[src/rtl/ag_ps2_pkg.sv]
// Shared PS/2 receiver types: FSM state encoding, break-code constant and parity helper.
package ag_ps2_pkg;

    typedef enum logic [1:0] {IDLE, DATA, PARITY, STOP} ps2_state_e;

    localparam logic [7:0] BRK_CODE = 8'hF0;

    // Odd parity holds when the data byte plus parity bit carry an odd number of ones.
    function automatic logic odd_par_ok(input logic [7:0] d, input logic p);
        return ^{d, p};
    endfunction

endpackage

[src/rtl/ps2_rx_if.sv]
// PS/2 line inputs and received-byte outputs of the receiver, bundled for port connection.
interface ps2_rx_if;
    logic       ps2_clk;
    logic       ps2_data;
    logic [7:0] data;
    logic       valid;
    logic       err;
    logic       busy;
    logic       brk;

    modport master (input ps2_clk, ps2_data, output data, valid, err, busy, brk);
    modport slave  (output ps2_clk, ps2_data, input data, valid, err, busy, brk);
endinterface

[src/rtl/ps2_filter.sv]
// Two-flop synchronizer plus glitch filter: the output follows the input only after
// FILT_LEN consecutive synchronized samples disagree with it.
module ps2_filter #(
    parameter int FILT_LEN = 8
) (
    input  logic clk,
    input  logic rst_n,
    input  logic din,
    output logic dout
);
    localparam int CW = $clog2(FILT_LEN + 1);
    localparam logic [CW-1:0] LAST = CW'(FILT_LEN - 1);

    logic [1:0]    sync;
    logic [CW-1:0] cnt;

    always_ff @(posedge clk or negedge rst_n) begin
        if (!rst_n) begin
            sync <= 2'b11;
            cnt  <= '0;
            dout <= 1'b1;
        end else begin
            sync <= {sync[0], din};
            if (sync[1] == dout) begin
                cnt <= '0;
            end else if (cnt == LAST) begin
                dout <= sync[1];
                cnt  <= '0;
            end else begin
                cnt <= cnt + 1'b1;
            end
        end
    end
endmodule

[src/rtl/ps2_rx.sv]
// PS/2 keyboard receiver: filtered line sampling, frame FSM with parity/stop/timeout checks.
// Define PS2_RX_BREAK_EN to fold the F0 release prefix into a brk flag on the following byte.
module ps2_rx
    import ag_ps2_pkg::*;
#(
    parameter int FILT_LEN    = 8,
    parameter int TIMEOUT_CYC = 100000
) (
    input  logic        clk,
    input  logic        rst_n,
    ps2_rx_if.master    bus
);
    localparam int TW = $clog2(TIMEOUT_CYC + 1);
    localparam logic [TW-1:0] TMO_LAST = TW'(TIMEOUT_CYC - 1);

    logic          fclk, fdat, fclk_q;
    logic          fall, tmo_hit, samp, stop_ok, acc, bad, hold, deliver;
    ps2_state_e    state;
    logic [2:0]    bit_cnt;
    logic [7:0]    shreg;
    logic          par_bit;
    logic [TW-1:0] tmo_cnt;
    logic          brk_r;

    ps2_filter #(.FILT_LEN(FILT_LEN)) u_filt_clk (.clk(clk), .rst_n(rst_n), .din(bus.ps2_clk),  .dout(fclk));
    ps2_filter #(.FILT_LEN(FILT_LEN)) u_filt_dat (.clk(clk), .rst_n(rst_n), .din(bus.ps2_data), .dout(fdat));

    assign fall    = fclk_q & ~fclk;
    // Timeout wins over a coincident sample edge.
    assign tmo_hit = (state != IDLE) && (tmo_cnt == TMO_LAST);
    assign samp    = fall & ~tmo_hit;
    assign stop_ok = fdat & odd_par_ok(shreg, par_bit);
    assign acc     = (state == STOP) & samp & stop_ok;
    assign bad     = (state == STOP) & samp & ~stop_ok;

`ifdef PS2_RX_BREAK_EN
    logic pend;
    assign hold = acc & (shreg == BRK_CODE);

    always_ff @(posedge clk or negedge rst_n) begin
        if (!rst_n) begin
            pend  <= 1'b0;
            brk_r <= 1'b0;
        end else begin
            brk_r <= deliver & pend;
            if (bad || tmo_hit || deliver) pend <= 1'b0;
            else if (hold)                 pend <= 1'b1;
        end
    end
`else
    assign hold  = 1'b0;
    assign brk_r = 1'b0;
`endif

    assign deliver = acc & ~hold;
    assign bus.brk = brk_r;

    always_ff @(posedge clk or negedge rst_n) begin
        if (!rst_n) begin
            state     <= IDLE;
            fclk_q    <= 1'b1;
            bit_cnt   <= '0;
            shreg     <= '0;
            par_bit   <= 1'b0;
            tmo_cnt   <= '0;
            bus.data  <= 8'h00;
            bus.valid <= 1'b0;
            bus.err   <= 1'b0;
            bus.busy  <= 1'b0;
        end else begin
            fclk_q    <= fclk;
            bus.valid <= deliver;
            bus.err   <= bad | tmo_hit;
            if (deliver) bus.data <= shreg;

            if (state == IDLE || fall) tmo_cnt <= '0;
            else                       tmo_cnt <= tmo_cnt + 1'b1;

            if (tmo_hit) begin
                state    <= IDLE;
                bus.busy <= 1'b0;
                bit_cnt  <= '0;
                shreg    <= '0;
                tmo_cnt  <= '0;
            end else if (samp) begin
                case (state)
                    IDLE: if (!fdat) begin
                        state    <= DATA;
                        bus.busy <= 1'b1;
                        bit_cnt  <= '0;
                    end
                    DATA: begin
                        shreg   <= {fdat, shreg[7:1]};
                        bit_cnt <= bit_cnt + 1'b1;
                        if (bit_cnt == 3'd7) state <= PARITY;
                    end
                    PARITY: begin
                        par_bit <= fdat;
                        state   <= STOP;
                    end
                    default: begin
                        state    <= IDLE;
                        bus.busy <= 1'b0;
                    end
                endcase
            end
        end
    end
endmodule
[src/flat_wrapper.sv]
// flat-port wrapper written by rule: the top's interface ports become plain ports
module ps2_rx_flat import ag_ps2_pkg::*;
#(
    parameter int FILT_LEN    = 8,
    parameter int TIMEOUT_CYC = 100000
)
  (clk, rst_n, bus_ps2_clk, bus_ps2_data, bus_data, bus_valid, bus_err, bus_busy, bus_brk);
  ps2_rx_if bus_i ();
  input  logic clk;
  input  logic rst_n;
  input wire logic [$bits(bus_i.ps2_clk)-1:0] bus_ps2_clk;
  input wire logic [$bits(bus_i.ps2_data)-1:0] bus_ps2_data;
  output wire logic [$bits(bus_i.data)-1:0] bus_data;
  output wire logic [$bits(bus_i.valid)-1:0] bus_valid;
  output wire logic [$bits(bus_i.err)-1:0] bus_err;
  output wire logic [$bits(bus_i.busy)-1:0] bus_busy;
  output wire logic [$bits(bus_i.brk)-1:0] bus_brk;
  assign bus_i.ps2_clk = bus_ps2_clk;
  assign bus_i.ps2_data = bus_ps2_data;
  assign bus_data = bus_i.data;
  assign bus_valid = bus_i.valid;
  assign bus_err = bus_i.err;
  assign bus_busy = bus_i.busy;
  assign bus_brk = bus_i.brk;
  ps2_rx #(.FILT_LEN(FILT_LEN), .TIMEOUT_CYC(TIMEOUT_CYC)) u_core (.clk(clk), .rst_n(rst_n), .bus(bus_i));
endmodule
[config.mk]
export PLATFORM = sky130hd
export DESIGN_NAME = ps2_rx_flat
export DESIGN_NICKNAME = d
export VERILOG_FILES = /design/src/rtl/ag_ps2_pkg.sv /design/src/rtl/ps2_rx_if.sv /design/src/rtl/ps2_filter.sv /design/src/rtl/ps2_rx.sv /design/src/flat_wrapper.sv
export SDC_FILE = /design/constraint.sdc
export NUM_CORES = 1
export LEC_CHECK = 0
export CAP_MARGIN = 0
export CORE_MARGIN = 2
export CORE_UTILIZATION = 51
export CTS_CLUSTER_SIZE = 30
export DETAILED_ROUTE_END_ITERATION = 8
export PLACE_DENSITY = 0.76
export SLEW_MARGIN = 20
export SYNTH_ARGS = -nofsm -noshare
export SYNTH_HDL_FRONTEND = slang
export SYNTH_HIERARCHICAL = 1
export SYNTH_SLANG_ARGS = --single-unit
[constraint.sdc]
create_clock -name clk -period 3.1 [get_ports clk]
set_input_delay 0.93 -clock clk [delete_from_list [all_inputs] [get_ports clk]]
set_output_delay 0.93 -clock clk [all_outputs]
set_load 0.005 [all_outputs]
======== Word level (Yosys, flattened, before mapping) ========
Cells that the tools add are included.
storage, ports and cells
  output and inout port bits .............. 12
  register bits ........................... 57
  logic and storage cells ................. 82
operators by class
  mux-type cells .......................... 22
  reductions and logical operators ........ 16
  add/sub/neg operators ................... 4
  eq/ne operators ......................... 12
  bitwise gates (word level) .............. 12
operator list
  kind                   count
  $mux 17                2
  $mux 8                 3
  $add 17x1->17 const B  1
  $eq 17x17->1 const B   1
  $mux 4                 4
  $reduce_and 3->1       4
  $mux 3                 3
  $reduce_xor 9->1       1
  $add 4x1->4 const B    2
  $eq 4x3->1 const B     2
  $mux 2                 4
  $and 1x1->1            6
  $pmux 2 s3             1
  $pmux 3 s2             1
  $reduce_and 2->1       3
  $reduce_bool 2->1      3
  $not 1->1              5
  $eq 2x2->1 const B     2
  $add 3x1->3 const B    1
  $eq 3x3->1 const B     1
  $mux 1                 3
  $ne 3x1->1 const B     1
  $ne 3x2->1 const B     1
  $reduce_bool 3->1      1
  9 further kinds        10

======== Depth between registers and ports, before layout ========
Gate-level depths: netlist (run 1).
  word-level depth ........................ 7
  depth in mapped cells ................... 8
  depth with buffers taken out ............ 7

======== Modules after synthesis ========
Netlist (run 1), hierarchy kept.
by module, submodules not included
  module      seq. area each (um^2)  area each (um^2)  times used  cells each
  ps2_rx      1,077.3                2,099.5           1           182
  ps2_filter  178.9                  289.0             2           19

======== Worst setup path after synthesis (run 1) ========
OpenSTA, ideal clock, no wires.
  kind .................................... register to register
  from .................................... reg u_core.state[1]
  to ...................................... reg u_core.bus.data[0]
  data required time ...................... 2.975 ns
  slack ................................... 0.820 ns
  data arrival time ....................... 2.156 ns
  stages on the path, launching flop included .. 8
  library setup time ...................... 0.125 ns
  path through ............................ dfrtp_1 inv_1 ha_1 clkdlybuf4s15_1 and2b_2 buf_8 nor4b_4 mux2_2
on the way
  longest elaborated chain between the ends .. 6
  elaborated cells on any way between the ends .. 7
  those cells by class .................... eq/ne: 1; bitwise: 4; reduce/logical: 2
ends and longest elaborated chain
  item                         RTL line         RTL
  from (decl)                  ps2_rx.sv:18     ps2_state_e state;
  from (signal assigned)       ps2_rx.sv:60     state <= IDLE;
  from (signal assigned)       ps2_rx.sv:80     state <= IDLE;
  from (signal assigned)       ps2_rx.sv:88     state <= DATA;
  $reduce_bool 2->1            ps2_rx.sv:30     assign tmo_hit = (state != IDLE) && (tmo_cnt == TMO_LAST);
  $logic_and 1x1->1            ps2_rx.sv:30
  $not 1->1 (no line)          --
  $and 1x1->1                  ps2_rx.sv:31     assign samp = fall & ~tmo_hit;
  $and 1x1->1 * (2 in series)  ps2_rx.sv:33     assign acc = (state == STOP) & samp & stop_ok;
  named net u_core.acc         ps2_rx.sv:17     logic fall, tmo_hit, samp, stop_ok, acc, bad, hold, deliver;
  to (signal assigned)         ps2_rx.sv:74     if (deliver) bus.data <= shreg;
  to (decl)                    ps2_rx_if.sv:11  modport master (input ps2_clk, ps2_data, output data, valid, err, busy, brk);
Mark *: on every way through the listed nets, which the timed path passes. The rest lies on a longest branch.
A chain may end at the register's enable or synchronous reset.

======== Final worst setup path (run 1) ========
  from .................................... reg u_core.tmo_cnt[0]
  to ...................................... reg u_core.bus.data[5]
on the way
  longest elaborated chain between the ends .. 6
ends and longest elaborated chain
  item                       RTL line      RTL
  from (decl)                ps2_rx.sv:22  logic [TW-1:0] tmo_cnt;
  from (signal assigned)     ps2_rx.sv:77  else tmo_cnt <= tmo_cnt + 1'b1;
  $eq 17x17->1               ps2_rx.sv:30
  $logic_and 1x1->1          ps2_rx.sv:30
  $not 1->1 (no line)        --
  $and 1x1->1                ps2_rx.sv:31
  $and 1x1->1 (2 in series)  ps2_rx.sv:33
  named net u_core.acc       ps2_rx.sv:17
The timed path passes the listed nets, and every way through them passes these cells.

==> metrics.cfg, run 1 <==
[worst_hold_path]
whs_path_depth = 0
hold_class = flip-flop to flip-flop
min-delay-start = u_core/u_filt_clk/sync[0]
worstHoldEndpoint = u_core/u_filt_clk/sync[1]

[pwr]
clock_power_share = 0.335
vdd_ir_drop_max_uv = 482
p_comb_frac = 0.218
cellPowerDensity_nw_per_um2 = 717
p_leak_nw = 1.38
switching_share = 0.307
power_mw = 2.21
internal_power_mw = 1.53
seq_power_share = 0.446
p_switching_mw = 0.679

[yosys]
syn_nets = 233
synth_cells = 220
avgSynthCellArea_sq_um = 12.2
netlist-cell-type-count = 46
synth-seq-cells = 57
synthArstFlopShare = 1.00
ys.flop_type = dfrtp_1
ys_seq_area_frac = 0.536
synth_edf_count = 0
netlist_area_sq_um = 2680
yosysWarnings = 6

[global_routing]
grt_use_total = 0.174
grt_antenna_before_repair = 0
grt_pass1_vias = 1653
grt_pass1_wl_microns = 7870
overflow = 0
grt_max_degree = 32

[placed_design]
io_buffers = 14
place_hpwl_microns = 2820
routabilityCongestion = 0.764

[detailed_routing]
drc = 0
first_pass_iters = 4
wl_per_cell_microns = 13.5
via_count = 1636
viasPerCell = 5.18
routed_wl_microns = 4270
drtIter0Drc = 118
antenna_left = 0

[sta]
tns_ns = 0
setup_violations = 0
fin_crit_sh = 0.794
slew_headroom = 0.569
max_freq_mhz = 407
skew_ns = 0.00836
hold_viol = 0
worstMarginPinSlew_ns = 0.644
min_period_ns = 2.46
maxSlewViolCount = 0
rsz0062_at_grt = false

[setup_path]
worstPathArrival_ns = 2.68
r2r-end = u_core/bus.data[5]
worstPathRequired_ns = 3.32
worstSetupEndpointType = flip-flop
rrSetupSlack_ns = 0.64
r2r-start = u_core/tmo_cnt[0]
crit_fanout = 9
crit_type = flip-flop to flip-flop
worst_setup_path_start_kind = flip-flop
rr_worst_depth = 6

[final_layout]
final_cell_mix = dfrtp_1, nor2_1, xnor2_1, clkdlybuf4s50_1
multiInputGateArea_sq_um = 1160
nets = 254
diodes = 0
drive_gt1_frac = 0.199
fill_cells = 428
area_growth_pct = 15.1
mostFrequentLayoutCell = dfrtp_1
regArea_sq_um = 1440

[clock_network]
numCtsBuffers = 9
cts_tree = built
ctsLongestPathBuffers = 2
cts.sinks = 57
cts_setup_buffers = 0
clk_latency_ns = 0.34
holdBufCountCts = 0
htree_levels = 3
clk_pin_slew_ns = 0.06
cts_resized = 0
clockRootBuffer = clkbuf_8

[die]
die_w_microns = 76.5
core_area_sq_um = 5070
start_util = 0.528
rows = 26
ios = 16
die_y_microns = 76.5
die_area_sq_um = 5850

[outcome]
status = finished, final reports clean

[run]
maxCapViolCount = 0

[worst max-delay path by stage]
stage          depth (start not counted)                 end         startpoint  slack [ns]
2_1_floorplan                          7  u_core/bus.data[0]    u_core/state[1]        0.82
3_3_place_gp                           6  u_core/bus.data[5]  u_core/tmo_cnt[0]        0.69
6_report                               6  u_core/bus.data[5]  u_core/tmo_cnt[0]        0.64
4_1_cts                                6  u_core/bus.data[0]  u_core/tmo_cnt[0]        0.62
3_5_place_dp                           6  u_core/bus.data[0]  u_core/tmo_cnt[0]        0.61
5_1_grt                                6  u_core/bus.data[1]  u_core/tmo_cnt[0]        0.49
[cell families after synthesis]
| kind of cell | Yosys count | synth area share |
|---|---|---|
| buffers and inverters | 13 | 0.0304 |
| flip-flops | 57 | 0.536 |
| adder cells (fa/ha/maj) | 9 | 0.0421 |
| other | 1 | 0.00140 |
| AND/OR/NAND/NOR | 77 | 0.175 |
| AO/OA/AOI/OAI | 25 | 0.0706 |
| XOR/XNOR | 26 | 0.0902 |
| multiplexers | 12 | 0.0542 |
[cell type report]
| cell class | count | share of cell area |
|---|---|---|
| clock inverters | 6 | 0.0268 |
| inverters | 7 | 0.00852 |
| repair buffers | 16 | 0.0528 |
| flip-flops and latches | 57 | 0.466 |
| multi-input cells | 150 | 0.377 |
| well taps | 70 | 0.0284 |
| clock buffers | 10 | 0.0414 |
[critical path, stage by stage, from the launching register on]
cell and delay [ns]:
dfrtp_1 0.41, ha_1 0.25, nand4_1 0.24, nor4_4 0.11, and2b_2 0.29, nor4b_4 0.64
mux2_2 0.40
[state kept, by name (all words and copies together), names as in the netlist, 2 cells and up]
| name | count |
|---|---|
| u_core/state | 2 |
| u_core/u_filt_dat/cnt | 4 |
| u_core/shreg | 8 |
| u_core/u_filt_dat/sync | 2 |
| u_core/u_filt_clk/sync | 2 |
| u_core/bus.data | 8 |
| u_core/bit_cnt | 3 |
| u_core/u_filt_clk/cnt | 4 |
| u_core/tmo_cnt | 17 |
[metal layers]
metal / vias to the layer above / track usage / part of all wire
met3: 11 / 0.0509 / 0.037
met2: 28 / 0.253 / 0.45
met1: 794 / 0.229 / 0.48
met4: 0 / 0.105 / 0.031
li1: 803 / - / -
met5: - / 0 / 0
[Yosys cell counts, types with 2 or more instances]
master    instances  area (sq um)
mux2_4            3          45.0
o21bai_1          2          15.0
nand4_1           4          25.0
nand2_1           9          33.8
nor3_1            5          25.0
a22o_1            8          70.1
or4bb_1           2          22.5
mux2_2            8          90.1
ha_1              9           113
and4_2            2          20.0
xor2_1            9          78.8
nor3b_2           2          25.0
inv_1             7          26.3
xnor2_1          16           140
nor2_1           26          97.6
a21oi_1           4          20.0
o21ai_0           5          25.0
and3_1            2          12.5
nand4b_1          2          17.5
nand3_1           8          40.0
dfrtp_1          50          1250
a211oi_2          2          25.0
nor2b_1           5          31.3
dfstp_2           7           184
nand3b_1          2          15.0
[per-stage QoR]
step | hold slack [ns] | cell area, sq um | setup WS, ns | std cells | utilization
global route | 0.363 | 3080 | 0.492 | 316 | 0.607
floorplan | 0.345 | 2680 | 0.820 | 220 | -
CTS | 0.357 | 3080 | 0.622 | 316 | 0.607
detailed placement | 0.347 | 2870 | 0.615 | 300 | 0.566
finish | 0.354 | 3080 | 0.640 | 316 | 0.607
global placement | 0.346 | 2870 | 0.694 | 300 | 0.566
[power groups by stage]
| stage | clock [mW] | combinational [mW] | sequential [mW] |
|---|---|---|---|
| CTS | 0.762 | 0.490 | 0.988 |
| global route | 0.797 | 0.551 | 1.01 |
| floorplan | 0 | 0.397 | 0.970 |
| global placement | 0 | 0.477 | 0.992 |
| finish | 0.741 | 0.483 | 0.987 |
| detailed placement | 0 | 0.484 | 0.999 |
Note: power is estimated with default switching activity, not from simulation.
==> inputs of run 2 (changes only) <==
==> constraint.sdc (replaced) <==
create_clock -name clk -period 2.6 [get_ports clk]
set_input_delay 0.78 -clock clk [delete_from_list [all_inputs] [get_ports clk]]
set_output_delay 0.78 -clock clk [all_outputs]
set_load 0.005 [all_outputs]
==> metrics.cfg, run 2 (same netlist as run 1, synthesis figures left out) <==
[placed_design]
dp_slack_ns = 0.353  ; was 0.615 ns
place_hpwl_microns = 2990  ; was 2820 microns
io_buffers = 14  ; unchanged
routabilityCongestion = 0.779  ; was 0.764
dpl_cell_area_sq_um = 2900  ; was 2870 sq um

[detailed_routing]
routed_wl_microns = 4260  ; was 4270 microns
wl_per_cell_microns = 13.3  ; was 13.5 microns
drtIter0Drc = 77  ; was 118
via_count = 1672  ; was 1636
drc = 0  ; unchanged
viasPerCell = 5.23  ; was 5.18
first_pass_iters = 4  ; unchanged
antenna_left = 0  ; unchanged

[clock_network]
clk_latency_ns = 0.33  ; was 0.34 ns
htree_levels = 3  ; unchanged
numCtsBuffers = 9  ; unchanged
cts.sinks = 57  ; unchanged
clk_pin_slew_ns = 0.07  ; was 0.06 ns
cts_setup_buffers = 0  ; unchanged
holdBufCountCts = 0  ; unchanged
cts_resized = 0  ; unchanged
clockRootBuffer = clkbuf_8  ; unchanged
ctsLongestPathBuffers = 2  ; unchanged
cts_tree = built  ; unchanged

[final_layout]
final_cell_mix = dfrtp_1, nor2_1, xnor2_1, clkdlybuf4s50_1, clkbuf_8  ; was dfrtp_1, nor2_1, xnor2_1, clkdlybuf4s50_1
regMostFlops = u_core/tmo_cnt  ; unchanged
reg_top3 = u_core/tmo_cnt (17), u_core/bus.data (8), u_core/shreg (8)  ; unchanged
fin_util = 0.616  ; was 0.607
diodes = 0  ; unchanged
area_growth_pct = 16.7  ; was 15.1%
drive_gt1_frac = 0.212  ; was 0.199
post-route-cell-area_sq_um = 3120  ; was 3080 sq um
mostFrequentLayoutCell = dfrtp_1  ; unchanged
nets = 258  ; was 254
largest_reg_flops = 17  ; unchanged

[setup_path]
r2r-start = u_core/tmo_cnt[8]  ; was u_core/tmo_cnt[0]
worstPathArrival_ns = 2.45  ; was 2.68 ns
worst_path_max_delay_cell = or4b_4  ; was nor4b_4
worstSetupEndpointType = flip-flop  ; unchanged
cp_slowest_stage_delay_ns = 0.56  ; was 0.64 ns
cp_num_buf_inv = 1  ; was 0
crit_family = simple AND/OR/NAND/NOR gates  ; unchanged
crit_fanout = 9  ; unchanged
worst_setup_path_start_kind = flip-flop  ; unchanged
rrSetupSlack_ns = 0.37  ; was 0.64 ns
worstPathRequired_ns = 2.82  ; was 3.32 ns
r2r-end = u_core/bus.data[6]  ; was u_core/bus.data[5]
cp.depth = 6  ; unchanged
rr_worst_depth = 6  ; unchanged
crit_chain = or4b_4 > nor4_4 > and2b_2 > nor4b_4 > buf_4 > mux2_4  ; was ha_1 > nand4_1 > nor4_4 > and2b_2 > nor4b_4 > mux2_2
critPathLaunch = u_core/tmo_cnt[8]  ; was u_core/tmo_cnt[0]
crit_end = u_core/bus.data[6]  ; was u_core/bus.data[5]
crit_type = flip-flop to flip-flop  ; unchanged

[pwr]
seq_power_share = 0.440  ; was 0.446
switching_share = 0.301  ; was 0.307
cellPowerDensity_nw_per_um2 = 854  ; was 717 nW/um^2
p_leak_nw = 1.40  ; was 1.38 nW
p_switching_mw = 0.803  ; was 0.679 mW
p_comb_frac = 0.219  ; was 0.218
clock_power_share = 0.340  ; was 0.335
vdd_ir_drop_max_uv = 470  ; was 482 uV
internal_power_mw = 1.87  ; was 1.53 mW

[sta]
max_freq_mhz = 448  ; was 407 MHz
setup_violations = 0  ; unchanged
maxSlewViolCount = 0  ; unchanged
fin_crit_sh = 0.858  ; was 0.794
hold_viol = 0  ; unchanged
holdWs_ns = 0.357  ; was 0.354 ns
min_period_ns = 2.23  ; was 2.46 ns
tns_ns = 0  ; unchanged
skew_ns = 0.0109  ; was 0.00836 ns
worst_slack_ns = 0.370  ; was 0.640 ns
rsz0062_at_grt = false  ; unchanged

[outcome]
status = finished, final reports clean  ; unchanged

[run]
maxCapViolCount = 0  ; unchanged

[global_routing]
overflow = 0  ; unchanged
grt_antenna_before_repair = 0  ; unchanged
grt_pass1_vias = 1779  ; was 1653
grt_max_degree = 31  ; was 32
grt_use_total = 0.173  ; was 0.174
grt_pass1_wl_microns = 7890  ; was 7870 microns

[die]
rows = 26  ; unchanged
die_w_microns = 76.5  ; unchanged
core_area_sq_um = 5070  ; unchanged
die_area_sq_um = 5850  ; unchanged
start_util = 0.528  ; unchanged
die_y_microns = 76.5  ; unchanged
ios = 16  ; unchanged

[worst_hold_path]
hold_class = input pin to asynchronous set/reset pin  ; was flip-flop to flip-flop

run 2: changes by cell type in the layout (fill, tap and decap cells not counted), sizes merged:
cell      delta
clkinv       -2
buf          +4
clkbuf       +1
clkinvlp     +1
run 2: how the worst min path moves through the flow:
stage / startpoint / end / slack [ns] / cells after the start
floorplan: u_core/u_filt_clk/sync[0] / u_core/u_filt_clk/sync[1] / 0.35 / 0
global placement: u_core/u_filt_clk/sync[0] / u_core/u_filt_clk/sync[1] / 0.35 / 0
detailed placement: u_core/u_filt_clk/sync[0] / u_core/u_filt_clk/sync[1] / 0.35 / 0
CTS: rst_n / u_core/bit_cnt[1] / 0.34 / 1
global route: rst_n / u_core/bit_cnt[1] / 0.35 / 1
finish: rst_n / u_core/bit_cnt[1] / 0.36 / 1
run 2: power groups by stage:
stage / combinational (mW) / clock, mW / sequential [mW]
after global routing: 0.670 / 0.980 / 1.20
after floorplan: 0.473 / 0 / 1.16
after global placement: 0.579 / 0 / 1.18
final: 0.585 / 0.908 / 1.18
after CTS: 0.597 / 0.941 / 1.18
after detailed placement: 0.591 / 0 / 1.19
run 2: per-layer routing:
layer	vias up	global-route usage	wire length [microns]	share of wire
met2	20	0.273	2030	0.48
met4	0	0.0836	78	0.018
met5	-	0	0	0
met1	833	0.209	2020	0.47
li1	814	-	-	-
met3	5	0.0664	129	0.030
run 2: worst reg2reg max path: cells and delay by family, from the launching register on:
kind	cells	cell delay [ns]
DFF	1	0.40
and+or+nand+nor	4	1.24
buffers and inverters	1	0.18
muxes	1	0.30
run 2: cell type report:
cell class              count  area, sq um
clock buffers              11          141
clock inverters             5         80.1
multi-input cells         150         1160
fillers                   423         1950
inverters                   7         26.3
repair buffers             20          193
well taps                  70         87.6
flip-flops and latches     57         1440
run 2: metrics by stage:
stage	cells	power, mW
finish	320	2.67
global route	320	2.85
floorplan	220	1.63
global placement	304	1.76
detailed placement	304	1.78
CTS	320	2.71
==> inputs of run 3 (changes only) <==
--- a/config.mk
+++ b/config.mk
@@ -6,11 +6,13 @@
 export NUM_CORES = 1
 export LEC_CHECK = 0
 export CAP_MARGIN = 0
+export CELL_PAD_IN_SITES_DETAIL_PLACEMENT = 1
+export CELL_PAD_IN_SITES_GLOBAL_PLACEMENT = 2
 export CORE_MARGIN = 2
-export CORE_UTILIZATION = 51
+export CORE_UTILIZATION = 40
 export CTS_CLUSTER_SIZE = 30
 export DETAILED_ROUTE_END_ITERATION = 8
-export PLACE_DENSITY = 0.76
+export PLACE_DENSITY = 0.84
 export SLEW_MARGIN = 20
 export SYNTH_ARGS = -nofsm -noshare
 export SYNTH_HDL_FRONTEND = slang
==> metrics.cfg, run 3 (same netlist as run 1, synthesis figures left out) <==
[detailed_routing]
first_pass_iters = 4  ; unchanged
drc = 0  ; unchanged
via_count = 1675  ; was 1672
drtIter0Drc = 53  ; was 77
routed_wl_microns = 4670  ; was 4260 microns
viasPerCell = 5.14  ; was 5.23
wl_per_cell_microns = 14.3  ; was 13.3 microns
antenna_left = 0  ; unchanged

[clock_network]
holdBufCountCts = 0  ; unchanged
cts.sinks = 57  ; unchanged
htree_levels = 3  ; unchanged
cts_tree = built  ; unchanged
clk_pin_slew_ns = 0.06  ; was 0.07 ns
cts_resized = 0  ; unchanged
numCtsBuffers = 9  ; unchanged
ctsLongestPathBuffers = 2  ; unchanged
clockRootBuffer = clkbuf_8  ; unchanged
clk_latency_ns = 0.34  ; was 0.33 ns
cts_setup_buffers = 0  ; unchanged

[pwr]
p_comb_frac = 0.213  ; was 0.219
switching_share = 0.296  ; was 0.301
internal_power_mw = 1.96  ; was 1.87 mW
p_switching_mw = 0.821  ; was 0.803 mW
seq_power_share = 0.424  ; was 0.440
vdd_ir_drop_max_uv = 444  ; was 470 uV
clock_power_share = 0.363  ; was 0.340
cellPowerDensity_nw_per_um2 = 882  ; was 854 nW/um^2
power_mw = 2.78  ; was 2.67 mW
p_leak_nw = 1.41  ; was 1.40 nW

[setup_path]
worst_setup_path_start_kind = flip-flop  ; unchanged
crit_fanout = 9  ; unchanged
worstPathArrival_ns = 2.46  ; was 2.45 ns
worstSetupEndpointType = flip-flop  ; unchanged
cp_slowest_stage_delay_ns = 0.55  ; was 0.56 ns
crit_family = simple AND/OR/NAND/NOR gates  ; unchanged
crit_chain = or4b_4 > nor4_4 > and2b_2 > nor4b_4 > buf_4 > mux2_4  ; unchanged
crit_type = flip-flop to flip-flop  ; unchanged
cp_num_buf_inv = 1  ; unchanged
worst_path_max_delay_cell = or4b_4  ; unchanged
worstPathRequired_ns = 2.82  ; about the same

[final_layout]
drive_gt1_frac = 0.209  ; was 0.212
mostFrequentLayoutCell = dfrtp_1  ; unchanged
diodes = 0  ; unchanged
fin_cells = 326  ; was 320
largest_reg_flops = 17  ; unchanged
final_cell_mix = dfrtp_1, nor2_1, xnor2_1, clkdlybuf4s50_1, clkbuf_8  ; unchanged
nets = 257  ; was 258
reg_top3 = u_core/tmo_cnt (17), u_core/bus.data (8), u_core/shreg (8)  ; unchanged
area_growth_pct = 17.6  ; was 16.7%
regMostFlops = u_core/tmo_cnt  ; unchanged

[die]
core_area_sq_um = 6420  ; was 5070 sq um
ios = 16  ; unchanged
die_y_microns = 85.8  ; was 76.5 microns
die_w_microns = 85.8  ; was 76.5 microns
start_util = 0.417  ; was 0.528
die_area_sq_um = 7360  ; was 5850 sq um
rows = 29  ; was 26

[placed_design]
place_hpwl_microns = 3180  ; was 2990 microns
dp.cells = 310  ; was 304
io_buffers = 14  ; unchanged
routabilityCongestion = 0.755  ; was 0.779

[global_routing]
grt_max_degree = 34  ; was 31
grt_use_total = 0.147  ; was 0.173
grt_pass1_wl_microns = 8240  ; was 7890 microns
grt_pass1_vias = 1718  ; was 1779
grt_antenna_before_repair = 0  ; unchanged
overflow = 0  ; unchanged

[sta]
min_period_ns = 2.23  ; about the same
setup_violations = 0  ; unchanged
skew_ns = 0.00692  ; was 0.0109 ns
maxSlewViolCount = 0  ; unchanged
max_freq_mhz = 448  ; about the same
rsz0062_at_grt = false  ; unchanged
hold_viol = 0  ; unchanged
tns_ns = 0  ; unchanged
fin_crit_sh = 0.859  ; was 0.858
slew_headroom = 0.621
worstMarginPinSlew_ns = 0.569

[worst_hold_path]
hold_class = flip-flop to flip-flop  ; was input pin to asynchronous set/reset pin

[run]
maxCapViolCount = 0  ; unchanged

[outcome]
status = finished, final reports clean  ; unchanged

[run 3: cell count changes in the layout (fill, tap and decap cells not counted), sizes merged]
cell	before	now
clkinvlp	2	1
buf	7	6
bufinv	2	3
[run 3: cell type report]
class | instances | area (sq um)
Clock buffer | 11 | 141
Clock inverter | 5 | 103
Fill cell | 692 | 3270
Inverter | 7 | 26.3
Multi-Input combinational cell | 150 | 1160
Sequential cell | 57 | 1440
Tap cell | 77 | 96.3
Timing Repair Buffer | 19 | 185
[run 3: metal layers]
metal | GRT usage | wire [microns] | up-vias
li1 | - | - | 815
met1 | 0.176 | 2180 | 832
met2 | 0.234 | 2260 | 22
met3 | 0.0635 | 192 | 6
met4 | 0.0563 | 42 | 0
met5 | 0 | 0 | -
[run 3: per-stage QoR]
stage / cell area, sq um / setup WS (ns) / util / hold WS, ns
2_1_floorplan: 2680 / 0.320 / - / 0.345
6_report: 3150 / 0.366 / 0.490 / 0.359
3_3_place_gp: 2900 / 0.409 / 0.452 / 0.348
4_1_cts: 3150 / 0.361 / 0.490 / 0.361
3_5_place_dp: 2900 / 0.374 / 0.452 / 0.352
5_1_grt: 3150 / 0.280 / 0.490 / 0.365
[run 3: final timing paths]
kind	from	endpoint	slack (ns)	cells past startpoint
min in group asynchronous	rst_n	u_core/u_filt_dat/cnt[2]	0.43	1
worst max-delay path	u_core/tmo_cnt[8]	u_core/bus.data[6]	0.37	6
worst max register to register	u_core/tmo_cnt[8]	u_core/bus.data[6]	0.37	6
worst min register to register	u_core/u_filt_clk/sync[0]	u_core/u_filt_clk/sync[1]	0.36	0
worst min-delay path	u_core/u_filt_clk/sync[0]	u_core/u_filt_clk/sync[1]	0.36	0
max in group asynchronous	rst_n	u_core/u_filt_clk/sync[0]	1.53	2
[run 3: power by group through the flow]
stage               Clock, mW  Sequential (mW)  Combinational [mW]
floorplan                   0             1.16               0.473
global placement            0             1.19               0.586
detailed placement          0             1.19               0.599
CTS                      1.05             1.18               0.605
global route             1.09             1.20               0.670
finish                   1.01             1.18               0.590
